**src/rtl/jump_resolve_unit.sv**
```systemverilog
// -----------------------------------------------------------------------------
// jump_resolve_unit
//
// Purpose:
//   Sequential jump resolver that sits between decode and fetch. It accepts one
//   decoded instruction per valid/ready handshake and resolves J/JR/JAL/JALR
//   targets. It drives a registered fetch redirect and a link-register write
//   for JAL/JALR. After the redirect is taken, it holds a flush window for a
//   configurable number of cycles. It also keeps a small circular
//   return-address stack (RAS). Fetch uses the RAS top as a JR prediction.
//
// Ports:
//   clk, rst          clock and asynchronous active-high reset
//   valid_in/in_ready decode handshake; in_ready is high only while IDLE
//   opcode            instruction opcode (J=00100, JR=00101, JAL=00110,
//                     JALR=00111, any other opcode is accepted and ignored)
//   pc_plus2          address of the next sequential instruction
//   imm               sign-extended displacement
//   rs_data           source register value for JR/JALR
//   stall_in          fetch cannot take the redirect this cycle
//   redirect_valid    resolved target is presented to fetch
//   redirect_target   resolved jump target (registered)
//   flush             squash younger instructions
//   link_we           one-cycle link write, in the cycle the redirect is taken
//   link_addr         constant LINK_REG
//   link_data         pc_plus2 captured when the jump was accepted
//   ras_top           predicted return address, 0 when the stack is empty
//   ras_empty         stack holds no entries
// -----------------------------------------------------------------------------
module jump_resolve_unit #(
   parameter int WIDTH        = 16,
   parameter int OPW          = 5,
   parameter int REG_AW       = 3,
   parameter int LINK_REG     = 7,
   parameter int RAS_DEPTH    = 4,   // power of two, >= 2
   parameter int FLUSH_CYCLES = 2    // >= 1
) (
   input  logic              clk,
   input  logic              rst,
   input  logic              valid_in,
   output logic              in_ready,
   input  logic [OPW-1:0]    opcode,
   input  logic [WIDTH-1:0]  pc_plus2,
   input  logic [WIDTH-1:0]  imm,
   input  logic [WIDTH-1:0]  rs_data,
   input  logic              stall_in,
   output logic              redirect_valid,
   output logic [WIDTH-1:0]  redirect_target,
   output logic              flush,
   output logic              link_we,
   output logic [REG_AW-1:0] link_addr,
   output logic [WIDTH-1:0]  link_data,
   output logic [WIDTH-1:0]  ras_top,
   output logic              ras_empty
);

   localparam int PW = $clog2(RAS_DEPTH);
   localparam int CW = $clog2(FLUSH_CYCLES + 1);

   localparam logic [1:0] ST_IDLE    = 2'd0;
   localparam logic [1:0] ST_RESOLVE = 2'd1;
   localparam logic [1:0] ST_FLUSH   = 2'd2;

   localparam logic [OPW-1:0] OP_J    = OPW'(4);
   localparam logic [OPW-1:0] OP_JR   = OPW'(5);
   localparam logic [OPW-1:0] OP_JAL  = OPW'(6);
   localparam logic [OPW-1:0] OP_JALR = OPW'(7);

   localparam logic [CW-1:0] CNT_LOAD = CW'(FLUSH_CYCLES - 1);
   localparam logic [CW-1:0] CNT_ONE  = CW'(1);
   localparam logic [PW-1:0] PTR_ONE  = PW'(1);
   localparam logic [PW:0]   RAS_FULL = (PW + 1)'(RAS_DEPTH);
   localparam logic [PW:0]   RAS_ONE  = (PW + 1)'(1);

   logic [1:0]       state;
   logic [CW-1:0]    flush_cnt;
   logic [WIDTH-1:0] target_q;
   logic             link_q;
   logic [WIDTH-1:0] link_data_q;

   logic [WIDTH-1:0] ras_mem [RAS_DEPTH];
   logic [PW-1:0]    ras_ptr;   // next slot to write; top lives at ras_ptr-1
   logic [PW:0]      ras_cnt;

   logic             is_j, is_jr, is_jal, is_jalr;
   logic             is_jump, is_link, accept, taken;
   logic [WIDTH-1:0] target_next;

   // NOTE: every signal assigned in always_comb gets a default first, so no
   // path can leave it unassigned and infer a latch.
   always_comb begin
      is_j        = (opcode == OP_J);
      is_jr       = (opcode == OP_JR);
      is_jal      = (opcode == OP_JAL);
      is_jalr     = (opcode == OP_JALR);
      is_jump     = is_j | is_jr | is_jal | is_jalr;
      is_link     = is_jal | is_jalr;
      accept      = valid_in & in_ready;
      taken       = (state == ST_RESOLVE) & ~stall_in;
      // Register-relative forms use rs_data as base; the add wraps mod 2^WIDTH.
      target_next = ((is_jr | is_jalr) ? rs_data : pc_plus2) + imm;
   end

   // NOTE: sequential state uses non-blocking assignments only, so every
   // flop samples pre-edge values regardless of block ordering.
   always_ff @(posedge clk or posedge rst) begin
      if (rst) begin
         state       <= ST_IDLE;
         flush_cnt   <= '0;
         target_q    <= '0;
         link_q      <= 1'b0;
         link_data_q <= '0;
      end else begin
         case (state)
            ST_IDLE: begin
               if (accept && is_jump) begin
                  state       <= ST_RESOLVE;
                  target_q    <= target_next;
                  link_q      <= is_link;
                  link_data_q <= pc_plus2;
               end
            end
            ST_RESOLVE: begin
               // Target and link flag stay frozen while fetch stalls.
               if (!stall_in) begin
                  if (FLUSH_CYCLES > 1) begin
                     state     <= ST_FLUSH;
                     flush_cnt <= CNT_LOAD;
                  end else begin
                     state <= ST_IDLE;
                  end
               end
            end
            ST_FLUSH: begin
               if (flush_cnt <= CNT_ONE) begin
                  state     <= ST_IDLE;
                  flush_cnt <= '0;
               end else begin
                  flush_cnt <= flush_cnt - CNT_ONE;
               end
            end
            default: state <= ST_IDLE;
         endcase
      end
   end

   // Return-address stack. When the stack is full, a push overwrites the
   // oldest entry because the pointer wraps, and the count saturates.
   // NOTE: the entries are cleared by reset so that ras_top has a defined
   // value after reset. This costs a reset on every storage flop. Omit that
   // reset only where stale contents are never visible.
   always_ff @(posedge clk or posedge rst) begin
      if (rst) begin
         for (int i = 0; i < RAS_DEPTH; i++) begin
            ras_mem[i] <= '0;
         end
         ras_ptr <= '0;
         ras_cnt <= '0;
      end else if (accept) begin
         if (is_link) begin
            ras_mem[ras_ptr] <= pc_plus2;
            ras_ptr          <= ras_ptr + PTR_ONE;
            if (ras_cnt != RAS_FULL) begin
               ras_cnt <= ras_cnt + RAS_ONE;
            end
         end else if (is_jr && (ras_cnt != '0)) begin
            ras_ptr <= ras_ptr - PTR_ONE;
            ras_cnt <= ras_cnt - RAS_ONE;
         end
      end
   end

   assign in_ready        = (state == ST_IDLE);
   assign redirect_valid  = (state == ST_RESOLVE);
   assign redirect_target = target_q;
   assign flush           = (state != ST_IDLE);
   assign link_we         = taken & link_q;
   assign link_addr       = REG_AW'(LINK_REG);
   assign link_data       = link_data_q;
   assign ras_empty       = (ras_cnt == '0);
   assign ras_top         = ras_empty ? '0 : ras_mem[ras_ptr - PTR_ONE];

endmodule

```
**config.mk**
```make
export PLATFORM = sky130hd
export DESIGN_NAME = jump_resolve_unit
export DESIGN_NICKNAME = d
export VERILOG_FILES = /design/src/rtl/jump_resolve_unit.sv
export SDC_FILE = /design/constraint.sdc
export NUM_CORES = 1
export LEC_CHECK = 0
export CORE_ASPECT_RATIO = 1.75
export CORE_MARGIN = 3
export CORE_UTILIZATION = 53
export CTS_CLUSTER_DIAMETER = 80
export CTS_CLUSTER_SIZE = 28
export DETAILED_ROUTE_END_ITERATION = 12
export PLACE_DENSITY = 0.81
export SLEW_MARGIN = 25
export SYNTH_ARGS = -nofsm -noshare
export SYNTH_HDL_FRONTEND = slang
export SYNTH_SLANG_ARGS = --single-unit
```
**constraint.sdc**
```tcl
create_clock -name clk -period 3.7 [get_ports clk]
set_clock_uncertainty 0.15 [all_clocks]
set_input_delay 0.555 -clock clk [delete_from_list [all_inputs] [get_ports clk]]
set_output_delay 0.555 -clock clk [all_outputs]
set_load 0.05 [all_outputs]
```
==> results.yml <==
synthesis:
  synth.largest_area_cell: "dfrtp_1"
  yosysMostFrequentCell: "dfrtp_1"
  yosys.area.top_type_share_pct: 45.4
  syn_area_sq_um: 5840
  ys_warn_count: 0
  synth_seq_cells: 106
  synthTopCellsByCount: "dfrtp_1 (106), nand2_1 (83), mux2_4 (40)"
  avgSynthCellArea_sq_um: 12.1
  synth_edf_count: 0
  yosys-top-cells-area: "dfrtp_1 (45%), mux2_4 (10%), mux2_2 (7.5%)"
  post_synth_num_cell_types: 55
  synthCells: 484
  synthFlopType: "dfrtp_1"
  yosysSeqAreaShare_pct: 45.4
  async_reset_ff_share_pct: 100
cells_and_area:
  layoutNonFillerInstCount: 734
  diodes: 0
  n_fill_cell: 769
  utilization_pct: 68.8
  syn2layout_area_growth_pct: 26.9
  nets: 678
  drive_above_1_share_pct: 26.2
worst_setup_path:
  path_class: "in2reg"
  crit_fanout: 13
  slowest_delay_ns: 0.49
  crit_chain: "clkdlybuf4s50_1, nand4bb_1, buf_12, mux2_2, ha_1, fa_1, a21oi_1, o2bb2ai_1, o21a_1, o21ai_0, or3b_1"
  path_buf_inv: 2
  crit_family: "compound AO/OA/AOI/OAI gates"
  end_kind: "flop"
  startpoint_type: "primary input"
  worst_path_max_delay_cell: "clkdlybuf4s50_1"
  arrival_ns: 3.41
  required_ns: 3.77
floorplanning:
  core_area_sq_um: 10800
  boundaryPins: 113
  initial_core_util_pct: 54.3
  die_w_um: 85.3
  dieHeight_um: 145
  rows: 50
  die-area_sq_um: 12400
detailed_routing:
  vias_per_cell: 5.71
  vias: 4193
  dr.pass1.iters: 5
  drc: 0
  drtIter0Drc: 214
  wl_mm: 14.7
  drtAntennaViolNets: 0
  routedWlPerCell_um: 20.1
cts:
  clock_latency_ns: 0.35
  postCtsHoldBufs: 0
  cts_sinks: 106
  cts_tree: "done"
  htreeDepth: 3
  clockBufferDepth: 2
  post_cts_resize_count: 0
  cts_setup_buffers: 0
  path_clk_slew_ns: 0.07
  cts_root_buf: "clkbuf_16"
  cts_made_buffers: 9
timing:
  post-route-period-util_pct: 90.2
  clock.fmax_ghz: 0.300
  slew-limit-headroom_pct: 45.3
  period_needed_ns: 3.34
  rsz0062_at_grt: "false"
  tightest_slew_ns: 0.821
  finalHoldViolations: 0
  slew_viol_final: 0
  tns_ns: 0
  holdWs_ns: 0.332
  finalSetupViolations: 0
global_route:
  grt_pass1_vias: 4564
  grt_usage_pct: 25.2
  antenna_found_initial: 0
  grt_pass1_wl_mm: 24.1
  overflow: 0
  grt_max_degree: 69
place:
  io_buffers: 109
  dp_hpwl_mm: 11.0
  finalWeightedCongestion: 0.957
  dp_cells: 718
pwr:
  p_per_area_nw_per_um2: 697
  p_leak_nw: 3.57
  ir_drop_uv: 504
run:
  cap_viol_max_count: 0
worst_hold_path:
  hp-class: "reg2reg"
run_status:
  status: "completed"
sequential cells by signal, indices dropped and copies added (netlist names):
| name | flops |
|---|---|
| link_data | 16 |
| ras_mem | 64 |
| state | 2 |
| link_q | 1 |
| flush_cnt | 2 |
| ras_cnt | 3 |
| redirect_target | 16 |
| ras_ptr | 2 |
worst reg2reg max path, stage by stage (launching register included):
cell     delay, ns
dfrtp_1       0.40
nor2_2        0.24
and3_1        0.50
nand3_4       0.37
mux2_4        0.42
path summary, 6_finish.rpt:
| kind | slack, ns | depth (start not counted) | startpoint | endpoint |
|---|---|---|---|---|
| worst min register to register | 0.33 | 2 | link_q | link_q |
| max in group asynchronous | 1.99 | 3 | rst | link_data[12] |
| worst min-delay path | 0.33 | 2 | link_q | link_q |
| min in group asynchronous | 0.59 | 2 | rst | link_data[1] |
| worst max-delay path | 0.36 | 11 | opcode[3] | redirect_target[14] |
| worst max register to register | 1.50 | 4 | state[0] | ras_mem[18] |
metal layers:
metal / track usage, % / share of wire, % / vias up
met4: 7.59 / 1.8 / 0
met5: 0 / 0 / -
met3: 3.80 / 3.2 / 18
li1: - / - / 1937
met2: 46.4 / 56 / 109
met1: 30.2 / 39 / 2129
logic make-up after synthesis:
logic type | after synthesis | synth area share [%]
muxes | 97 | 24.3
DFF | 106 | 45.4
other | 1 | 0.0642
and+or+nand+nor | 148 | 12.7
buffers and inverters | 36 | 3.60
adders and majority gates | 22 | 4.97
xor gates and xnor gates | 12 | 1.80
AOI/OAI and AO/OA | 62 | 7.07
cell usage in the layout, fill, tap and decap left out, types with 3 or more instances in the layout:
| master | instances |
|---|---|
| clkbuf_16 | 9 |
| o21a_1 | 5 |
| ha_1 | 20 |
| mux2_4 | 40 |
| o21ai_0 | 17 |
| and2_1 | 17 |
| nor2_2 | 3 |
| dfrtp_1 | 106 |
| nor3_1 | 6 |
| xnor2_1 | 6 |
| mux4_2 | 16 |
| buf_4 | 32 |
| conb_1 | 3 |
| buf_12 | 3 |
| nor2_1 | 9 |
| nand2_1 | 83 |
| o21bai_1 | 3 |
| xor2_1 | 6 |
| nand3_4 | 4 |
| a21o_1 | 4 |
| a21oi_1 | 14 |
| nand3_1 | 5 |
| inv_1 | 9 |
| nor2b_1 | 3 |
| nand4_1 | 4 |
| mux2_2 | 39 |
| clkdlybuf4s50_1 | 93 |
metrics by stage:
stage | total power, mW | area [sq um] | setup WS, ns
final | 5.16 | 7410 | 0.362
after global placement | 4.04 | 7080 | 0.104
after detailed placement | 4.12 | 7080 | 0.0269
after CTS | 5.20 | 7410 | 0.394
after global routing | 5.41 | 7410 | 0.233
after floorplan | 3.34 | 5850 | 0.206
final cells by class:
| class | instances | area [sq um] | area share (%) |
|---|---|---|---|
| multi-input combinational | 344 | 2990 | 40.3 |
| clock buffer | 9 | 225 | 3.04 |
| sequential | 106 | 2650 | 35.8 |
| tap | 130 | 163 | 2.20 |
| inverter | 10 | 40.0 | 0.540 |
| timing repair buffer | 128 | 1230 | 16.6 |
| clock inverter | 7 | 108 | 1.45 |
power by group:
part / internal (mW) / switching (mW) / total, mW
Clock: 0.607 / 0.458 / 1.06
Sequential: 1.48 / 0.205 / 1.69
Combinational: 1.04 / 1.37 / 2.41
Total: 3.13 / 2.04 / 5.16
(Power assumes the default switching activity.)
